<file path="config.mk">
export PLATFORM = sky130hd
export DESIGN_NAME = tqvp_bus_arbiter_flat
export DESIGN_NICKNAME = d
export VERILOG_FILES = /design/src/rtl/tqvp_bus_pkg.sv /design/src/rtl/tqvp_bus_arbiter_if.sv /design/src/rtl/tqvp_rdata_mask.sv /design/src/rtl/tqvp_bus_arbiter.sv /design/src/flat_wrapper.sv
export SDC_FILE = /design/constraint.sdc
export NUM_CORES = 1
export LEC_CHECK = 0
export CAP_MARGIN = 10
export CORE_MARGIN = 2
export CORE_UTILIZATION = 25
export DETAILED_ROUTE_END_ITERATION = 8
export SETUP_SLACK_MARGIN = 0.2
export SLEW_MARGIN = 5
export SYNTH_ARGS = -nofsm -noshare
export SYNTH_HDL_FRONTEND = slang
export SYNTH_SLANG_ARGS = --single-unit
</file>
<file path="constraint.sdc">
create_clock -name clk -period 3.1 [get_ports clk]
set_input_delay 0.775 -clock clk [delete_from_list [all_inputs] [get_ports clk]]
set_output_delay 0.775 -clock clk [all_outputs]
set_load 0.1 [all_outputs]
</file>
<file path="src/rtl/tqvp_bus_pkg.sv">
// Shared types and constants for the TinyQV peripheral-port arbiter and its helpers.
package tqvp_bus_pkg;

    typedef enum logic [1:0] {
        IDLE  = 2'd0,
        WRITE = 2'd1,
        READ  = 2'd2,
        DONE  = 2'd3
    } arb_state_e;

    // Transaction widths double as the active-low strobe encoding on the peripheral port.
    localparam logic [1:0] TXN_BYTE = 2'b00;
    localparam logic [1:0] TXN_HALF = 2'b01;
    localparam logic [1:0] TXN_WORD = 2'b10;
    localparam logic [1:0] TXN_NONE = 2'b11;

    localparam logic [31:0] TIMEOUT_DATA = 32'hDEAD_BEEF;

endpackage

</file>
<file path="src/rtl/tqvp_bus_arbiter_if.sv">
// Requester-side and peripheral-side signals of the two-requester TinyQV port arbiter.
interface tqvp_bus_arbiter_if #(
    parameter int ADDR_W = 6,
    parameter int DATA_W = 32
);
    logic [1:0]              req_valid;
    logic [1:0]              req_write;
    logic [1:0][1:0]         req_txn;
    logic [1:0][ADDR_W-1:0]  req_addr;
    logic [1:0][DATA_W-1:0]  req_wdata;
    logic [1:0]              req_ack;
    logic [1:0]              req_done;
    logic [DATA_W-1:0]       req_rdata;
    logic                    req_err;

    logic [ADDR_W-1:0]       per_address;
    logic [DATA_W-1:0]       per_data_in;
    logic [1:0]              per_data_write_n;
    logic [1:0]              per_data_read_n;
    logic [DATA_W-1:0]       per_data_out;
    logic                    per_data_ready;

    // Arbiter view.
    modport slave (
        input  req_valid, req_write, req_txn, req_addr, req_wdata,
        input  per_data_out, per_data_ready,
        output req_ack, req_done, req_rdata, req_err,
        output per_address, per_data_in, per_data_write_n, per_data_read_n
    );

    // Environment view: requesters plus peripheral.
    modport master (
        output req_valid, req_write, req_txn, req_addr, req_wdata,
        output per_data_out, per_data_ready,
        input  req_ack, req_done, req_rdata, req_err,
        input  per_address, per_data_in, per_data_write_n, per_data_read_n
    );

endinterface

</file>
<file path="src/rtl/tqvp_rdata_mask.sv">
// Combinational read-data masker: keeps only the bytes covered by the transaction width.
module tqvp_rdata_mask
    import tqvp_bus_pkg::*;
#(
    parameter int DATA_W = 32
) (
    input  logic [1:0]        txn_i,
    input  logic [DATA_W-1:0] data_i,
    output logic [DATA_W-1:0] data_o
);

    always_comb begin
        data_o = data_i;
        if (txn_i == TXN_BYTE) begin
            data_o[DATA_W-1:8] = '0;
        end else if (txn_i == TXN_HALF) begin
            data_o[DATA_W-1:16] = '0;
        end
    end

endmodule

</file>
<file path="src/rtl/tqvp_bus_arbiter.sv">
// Round-robin arbiter sharing one TinyQV peripheral register port between two requesters.
// Optional read timeout enabled by defining ARB_TIMEOUT_EN.
module tqvp_bus_arbiter
    import tqvp_bus_pkg::*;
#(
    parameter int ADDR_W  = 6,
    parameter int DATA_W  = 32,
    parameter int TIMEOUT = 255
) (
    input  logic               clk,
    input  logic               rst,
    tqvp_bus_arbiter_if.slave  bus
);

    if (TIMEOUT < 1) begin : g_bad_timeout
        $error("tqvp_bus_arbiter: TIMEOUT must be at least 1");
    end

    arb_state_e         state_q, state_d;
    logic               last_q, last_d;
    logic               win_q, win_d;
    logic [1:0]         txn_q, txn_d;
    logic [ADDR_W-1:0]  addr_q, addr_d;
    logic [DATA_W-1:0]  wdata_q, wdata_d;
    logic [DATA_W-1:0]  rdata_q, rdata_d;
    logic               err_q, err_d;
    logic [1:0]         ack_q, ack_d;

    logic               grant;
    logic [1:0]         wr_n, rd_n, done;
    logic [DATA_W-1:0]  rd_masked;

`ifdef ARB_TIMEOUT_EN
    localparam int CNT_W = $clog2(TIMEOUT + 1);
    localparam logic [CNT_W-1:0] CNT_LAST = CNT_W'(TIMEOUT - 1);
    logic [CNT_W-1:0]   cnt_q, cnt_d;
`endif

    // Contention goes to whoever did not win last; otherwise the lone requester.
    assign grant = (&bus.req_valid) ? ~last_q : bus.req_valid[1];

    tqvp_rdata_mask #(.DATA_W(DATA_W)) u_mask (
        .txn_i  (txn_q),
        .data_i (bus.per_data_out),
        .data_o (rd_masked)
    );

    always_comb begin
        state_d = state_q;
        last_d  = last_q;
        win_d   = win_q;
        txn_d   = txn_q;
        addr_d  = addr_q;
        wdata_d = wdata_q;
        rdata_d = rdata_q;
        err_d   = err_q;
        ack_d   = '0;
        wr_n    = TXN_NONE;
        rd_n    = TXN_NONE;
        done    = '0;
`ifdef ARB_TIMEOUT_EN
        cnt_d   = cnt_q;
`endif
        unique case (state_q)
            IDLE: begin
                if (|bus.req_valid) begin
                    last_d       = grant;
                    win_d        = grant;
                    txn_d        = bus.req_txn[grant];
                    addr_d       = bus.req_addr[grant];
                    wdata_d      = bus.req_wdata[grant];
                    ack_d[grant] = 1'b1;
                    err_d        = 1'b0;
`ifdef ARB_TIMEOUT_EN
                    cnt_d        = '0;
`endif
                    if (bus.req_txn[grant] == TXN_NONE) begin
                        err_d   = 1'b1;
                        rdata_d = '0;
                        state_d = DONE;
                    end else if (bus.req_write[grant]) begin
                        state_d = WRITE;
                    end else begin
                        state_d = READ;
                    end
                end
            end
            WRITE: begin
                wr_n    = txn_q;
                rdata_d = '0;
                state_d = DONE;
            end
            READ: begin
                rd_n = txn_q;
                if (bus.per_data_ready) begin
                    rdata_d = rd_masked;
                    state_d = DONE;
                end
`ifdef ARB_TIMEOUT_EN
                else if (cnt_q == CNT_LAST) begin
                    rdata_d = DATA_W'(TIMEOUT_DATA);
                    err_d   = 1'b1;
                    state_d = DONE;
                end else begin
                    cnt_d = cnt_q + CNT_W'(1);
                end
`endif
            end
            DONE: begin
                done[win_q] = 1'b1;
                state_d     = IDLE;
            end
            default: state_d = IDLE;
        endcase
    end

    always_ff @(posedge clk or posedge rst) begin
        if (rst) begin
            state_q <= IDLE;
            last_q  <= 1'b1;
            win_q   <= 1'b0;
            txn_q   <= TXN_NONE;
            addr_q  <= '0;
            wdata_q <= '0;
            rdata_q <= '0;
            err_q   <= 1'b0;
            ack_q   <= '0;
        end else begin
            state_q <= state_d;
            last_q  <= last_d;
            win_q   <= win_d;
            txn_q   <= txn_d;
            addr_q  <= addr_d;
            wdata_q <= wdata_d;
            rdata_q <= rdata_d;
            err_q   <= err_d;
            ack_q   <= ack_d;
        end
    end

`ifdef ARB_TIMEOUT_EN
    always_ff @(posedge clk or posedge rst) begin
        if (rst) cnt_q <= '0;
        else     cnt_q <= cnt_d;
    end
`endif

    assign bus.req_ack          = ack_q;
    assign bus.req_done         = done;
    assign bus.req_rdata        = rdata_q;
    assign bus.req_err          = (state_q == DONE) && err_q;
    assign bus.per_address      = addr_q;
    assign bus.per_data_in      = wdata_q;
    assign bus.per_data_write_n = wr_n;
    assign bus.per_data_read_n  = rd_n;

endmodule

</file>
<file path="src/flat_wrapper.sv">
// flat-port wrapper written by rule: the top's interface ports become plain ports
module tqvp_bus_arbiter_flat import tqvp_bus_pkg::*;
#(
    parameter int ADDR_W  = 6,
    parameter int DATA_W  = 32,
    parameter int TIMEOUT = 255
)
  (clk, rst, bus_req_valid, bus_req_write, bus_req_txn, bus_req_addr, bus_req_wdata, bus_per_data_out, bus_per_data_ready, bus_req_ack, bus_req_done, bus_req_rdata, bus_req_err, bus_per_address, bus_per_data_in, bus_per_data_write_n, bus_per_data_read_n);
  tqvp_bus_arbiter_if #(.ADDR_W(ADDR_W), .DATA_W(DATA_W)) bus_i ();
  input  logic clk;
  input  logic rst;
  input wire logic [$bits(bus_i.req_valid)-1:0] bus_req_valid;
  input wire logic [$bits(bus_i.req_write)-1:0] bus_req_write;
  input wire logic [$bits(bus_i.req_txn)-1:0] bus_req_txn;
  input wire logic [$bits(bus_i.req_addr)-1:0] bus_req_addr;
  input wire logic [$bits(bus_i.req_wdata)-1:0] bus_req_wdata;
  input wire logic [$bits(bus_i.per_data_out)-1:0] bus_per_data_out;
  input wire logic [$bits(bus_i.per_data_ready)-1:0] bus_per_data_ready;
  output wire logic [$bits(bus_i.req_ack)-1:0] bus_req_ack;
  output wire logic [$bits(bus_i.req_done)-1:0] bus_req_done;
  output wire logic [$bits(bus_i.req_rdata)-1:0] bus_req_rdata;
  output wire logic [$bits(bus_i.req_err)-1:0] bus_req_err;
  output wire logic [$bits(bus_i.per_address)-1:0] bus_per_address;
  output wire logic [$bits(bus_i.per_data_in)-1:0] bus_per_data_in;
  output wire logic [$bits(bus_i.per_data_write_n)-1:0] bus_per_data_write_n;
  output wire logic [$bits(bus_i.per_data_read_n)-1:0] bus_per_data_read_n;
  assign bus_i.req_valid = bus_req_valid;
  assign bus_i.req_write = bus_req_write;
  assign bus_i.req_txn = bus_req_txn;
  assign bus_i.req_addr = bus_req_addr;
  assign bus_i.req_wdata = bus_req_wdata;
  assign bus_i.per_data_out = bus_per_data_out;
  assign bus_i.per_data_ready = bus_per_data_ready;
  assign bus_req_ack = bus_i.req_ack;
  assign bus_req_done = bus_i.req_done;
  assign bus_req_rdata = bus_i.req_rdata;
  assign bus_req_err = bus_i.req_err;
  assign bus_per_address = bus_i.per_address;
  assign bus_per_data_in = bus_i.per_data_in;
  assign bus_per_data_write_n = bus_i.per_data_write_n;
  assign bus_per_data_read_n = bus_i.per_data_read_n;
  tqvp_bus_arbiter #(.ADDR_W(ADDR_W), .DATA_W(DATA_W), .TIMEOUT(TIMEOUT)) u_core (.clk(clk), .rst(rst), .bus(bus_i));
endmodule
</file>
==> results_dict.tcl <==
set metrics [dict create \
    min_period_over_period_pct 78.7 \
    holdPathStages 2 \
    wl_um 10000 \
    ios 198 \
    core.rowCount 42 \
    yosys.cell_types.count 34 \
    final-max-slew-violation-count 0 \
    yosys.area.top_type_share_pct 55.1 \
    dp.cells 653 \
    place_ws_ns 0.303 \
    drc 0 \
    insertion_delay_ns 0.34 \
    die_width_um 122 \
    maxCapViolCount 0 \
    holdCritPathClass "register to register" \
    dp_hpwl_um 7660 \
    required_ns 3.37 \
    antenna_found_initial 0 \
    synth_area_per_cell_sq_um 11.9 \
    status "finished clean" \
    grtUsageTotal_pct 14.2 \
    r2r_end "u_core.bus.req_rdata[23]" \
    cts-root-buf "clkbuf_16" \
    ys_ff_latch 79 \
    rsz0062_at_grt "no" \
    grt_pass1_wl_um 16200 \
    finalWeightedCongestion 0.700 \
    core_sq_mm 0.0133 \
    slew_headroom_pct 39.0 \
    finalSetupViolations 0 \
    layout-drive-gt1-share_pct 23.3 \
    clock_sinks 79 \
    clock_skew_ns 0.00498 \
    grt_max_degree 42 \
    setup_ws_ns 0.659 \
    worst-r2r-cell-count 7 \
    critPathLaunchType "input port" \
    fill_cells 1263 \
    synth_area_leaders "dfrtp_1 55%, mux2i_1 8.4%, a22o_1 8.1%" \
    layout_common_cells "118 x clkdlybuf4s50_1, 86 x buf_4, 76 x dfrtp_1" \
    start_util_pct 25.9 \
    clkTransAtPathRegs_ns 0.06 \
    drt_iter0_markers 120 \
    die_area_sq_mm 0.0148 \
    diodes 0 \
    async_reset_ff_share_pct 100 \
    dr_total_vias 2987 \
    worst_r2r_startpoint "u_core.state_q[0]" \
    synth_edf_count 0 \
    routedWlPerCell_um 15.0 \
    cp.arrival_ns 2.71 \
    post_cts.repair.setup_buffers 0 \
    finalNetCount 613 \
    detail-route-antenna-nets 0 \
    min_from "u_core.bus.per_address[4]" \
    tritoncts "yes" \
    syn_area_sq_mm 0.00345 \
    timing_worst_setup_path_type "input port to register" \
    ctsResizeCount 0 \
    clockBufferDepth 2 \
    final_util_pct 43.2 \
    rrSetupSlack_ns 0.89 \
    gr-total-overflow 0 \
    cp-end-kind "register" \
    grt_pass1_vias 3173 \
    crit_fanout 21 \
    clock.fmax_mhz 410 \
    fin_cells 669 \
    synth_top_flop_cell "dfrtp_1" \
    post-route-min-period_ns 2.44 \
    cts_buffers 9 \
    tns_ns 0 \
    syn_inst 291 \
    htreeDepth 3 \
    final_common_cell "clkdlybuf4s50_1" \
    syn_nets 416 \
    hold_viol 0 \
    dr.pass1.iters 8 \
    yosysTopAreaCell "dfrtp_1" \
    synth_warnings 0 \
    portBuffers 197 \
    die_height_um 122 \
    area_delta_synth_final_pct 66.9 \
    routed_via_density 4.46 \
    holdBufCountCts 0 \
    yosysSeqAreaShare_pct 57.3 \
    worst_slew_pin_slew_ns 0.911 \
    worstHoldEndpoint "u_core.bus.per_address[4]" \
]
[layout make-up]
| type | instances | area [sq um] | share of cell area [%] |
|---|---|---|---|
| tap | 176 | 220 | 3.82 |
| clock buffer | 10 | 239 | 4.15 |
| inverter | 17 | 65.1 | 1.13 |
| clock inverter | 6 | 92.6 | 1.61 |
| timing repair buffer | 205 | 1850 | 32.0 |
| sequential | 79 | 1980 | 34.4 |
| multi-input combinational | 176 | 1320 | 22.9 |
[critical path, cell delays in order]
cell and delay, ns:
clkdlybuf4s50_1 0.59, a21boi_4 0.09, buf_4 0.23, nor2_1 0.72
a222oi_1 0.19, inv_1 0.11
[metal layers]
| layer | vias to the layer above | track usage [%] | wire (um) |
|---|---|---|---|
| li1 | 1442 | - | - |
| met3 | 10 | 6.46 | 1040 |
| met4 | 0 | 3.52 | 109 |
| met1 | 1394 | 16.8 | 4110 |
| met5 | - | 0 | 0 |
| met2 | 141 | 23.4 | 4760 |
[cell families after synthesis]
| logic type | after synthesis | share of synthesized area (%) |
|---|---|---|
| compound gates | 84 | 17.9 |
| flops | 79 | 57.3 |
| simple gates | 56 | 8.69 |
| buf+inv | 36 | 5.11 |
| mux | 30 | 8.84 |
| fa+ha+maj | 6 | 2.17 |
[cell usage after synthesis, drive strengths merged, types with 5 or more instances]
master,count
buf,11
o21ai,31
nand2b,5
ha,6
a22o,32
nand2,34
inv,17
clkbuf,8
a222oi,11
mux2i,29
dfrtp,76
[registers in the layout, indices dropped and copies added, names as in the netlist]
register / flops
u_core.bus.per_address: 6
u_core.bus.per_data_in: 32
u_core.bus.req_ack: 2
u_core.bus.req_rdata: 32
u_core.err_q: 1
u_core.last_q: 1
u_core.state_q: 2
u_core.txn_q: 2
u_core.win_q: 1
[worst max-delay path by stage]
stage / start / endpoint / slack, ns / cells past startpoint
after global placement: bus_req_valid[1] / u_core.bus.req_rdata[4] / 0.34 / 6
after global routing: bus_req_valid[0] / u_core.bus.per_data_in[24] / 0.51 / 6
after detailed placement: bus_req_valid[0] / u_core.bus.per_data_in[23] / 0.30 / 6
after floorplan: rst / u_core.bus.per_address[0] / 0.31 / 1
final: bus_req_valid[0] / u_core.bus.per_data_in[27] / 0.66 / 6
after CTS: bus_req_valid[0] / u_core.bus.per_data_in[23] / 0.66 / 6
[stage by stage]
stage,hold slack (ns),instance area [sq um]
2_1_floorplan,0.442,3450
3_3_place_gp,0.462,5430
3_5_place_dp,0.472,5430
4_1_cts,0.485,5760
5_1_grt,0.501,5760
6_report,0.476,5760
Power is left out: the tool's default activity adds up to more than one toggle a clock period on the data nets, which glitch-free logic cannot reach.
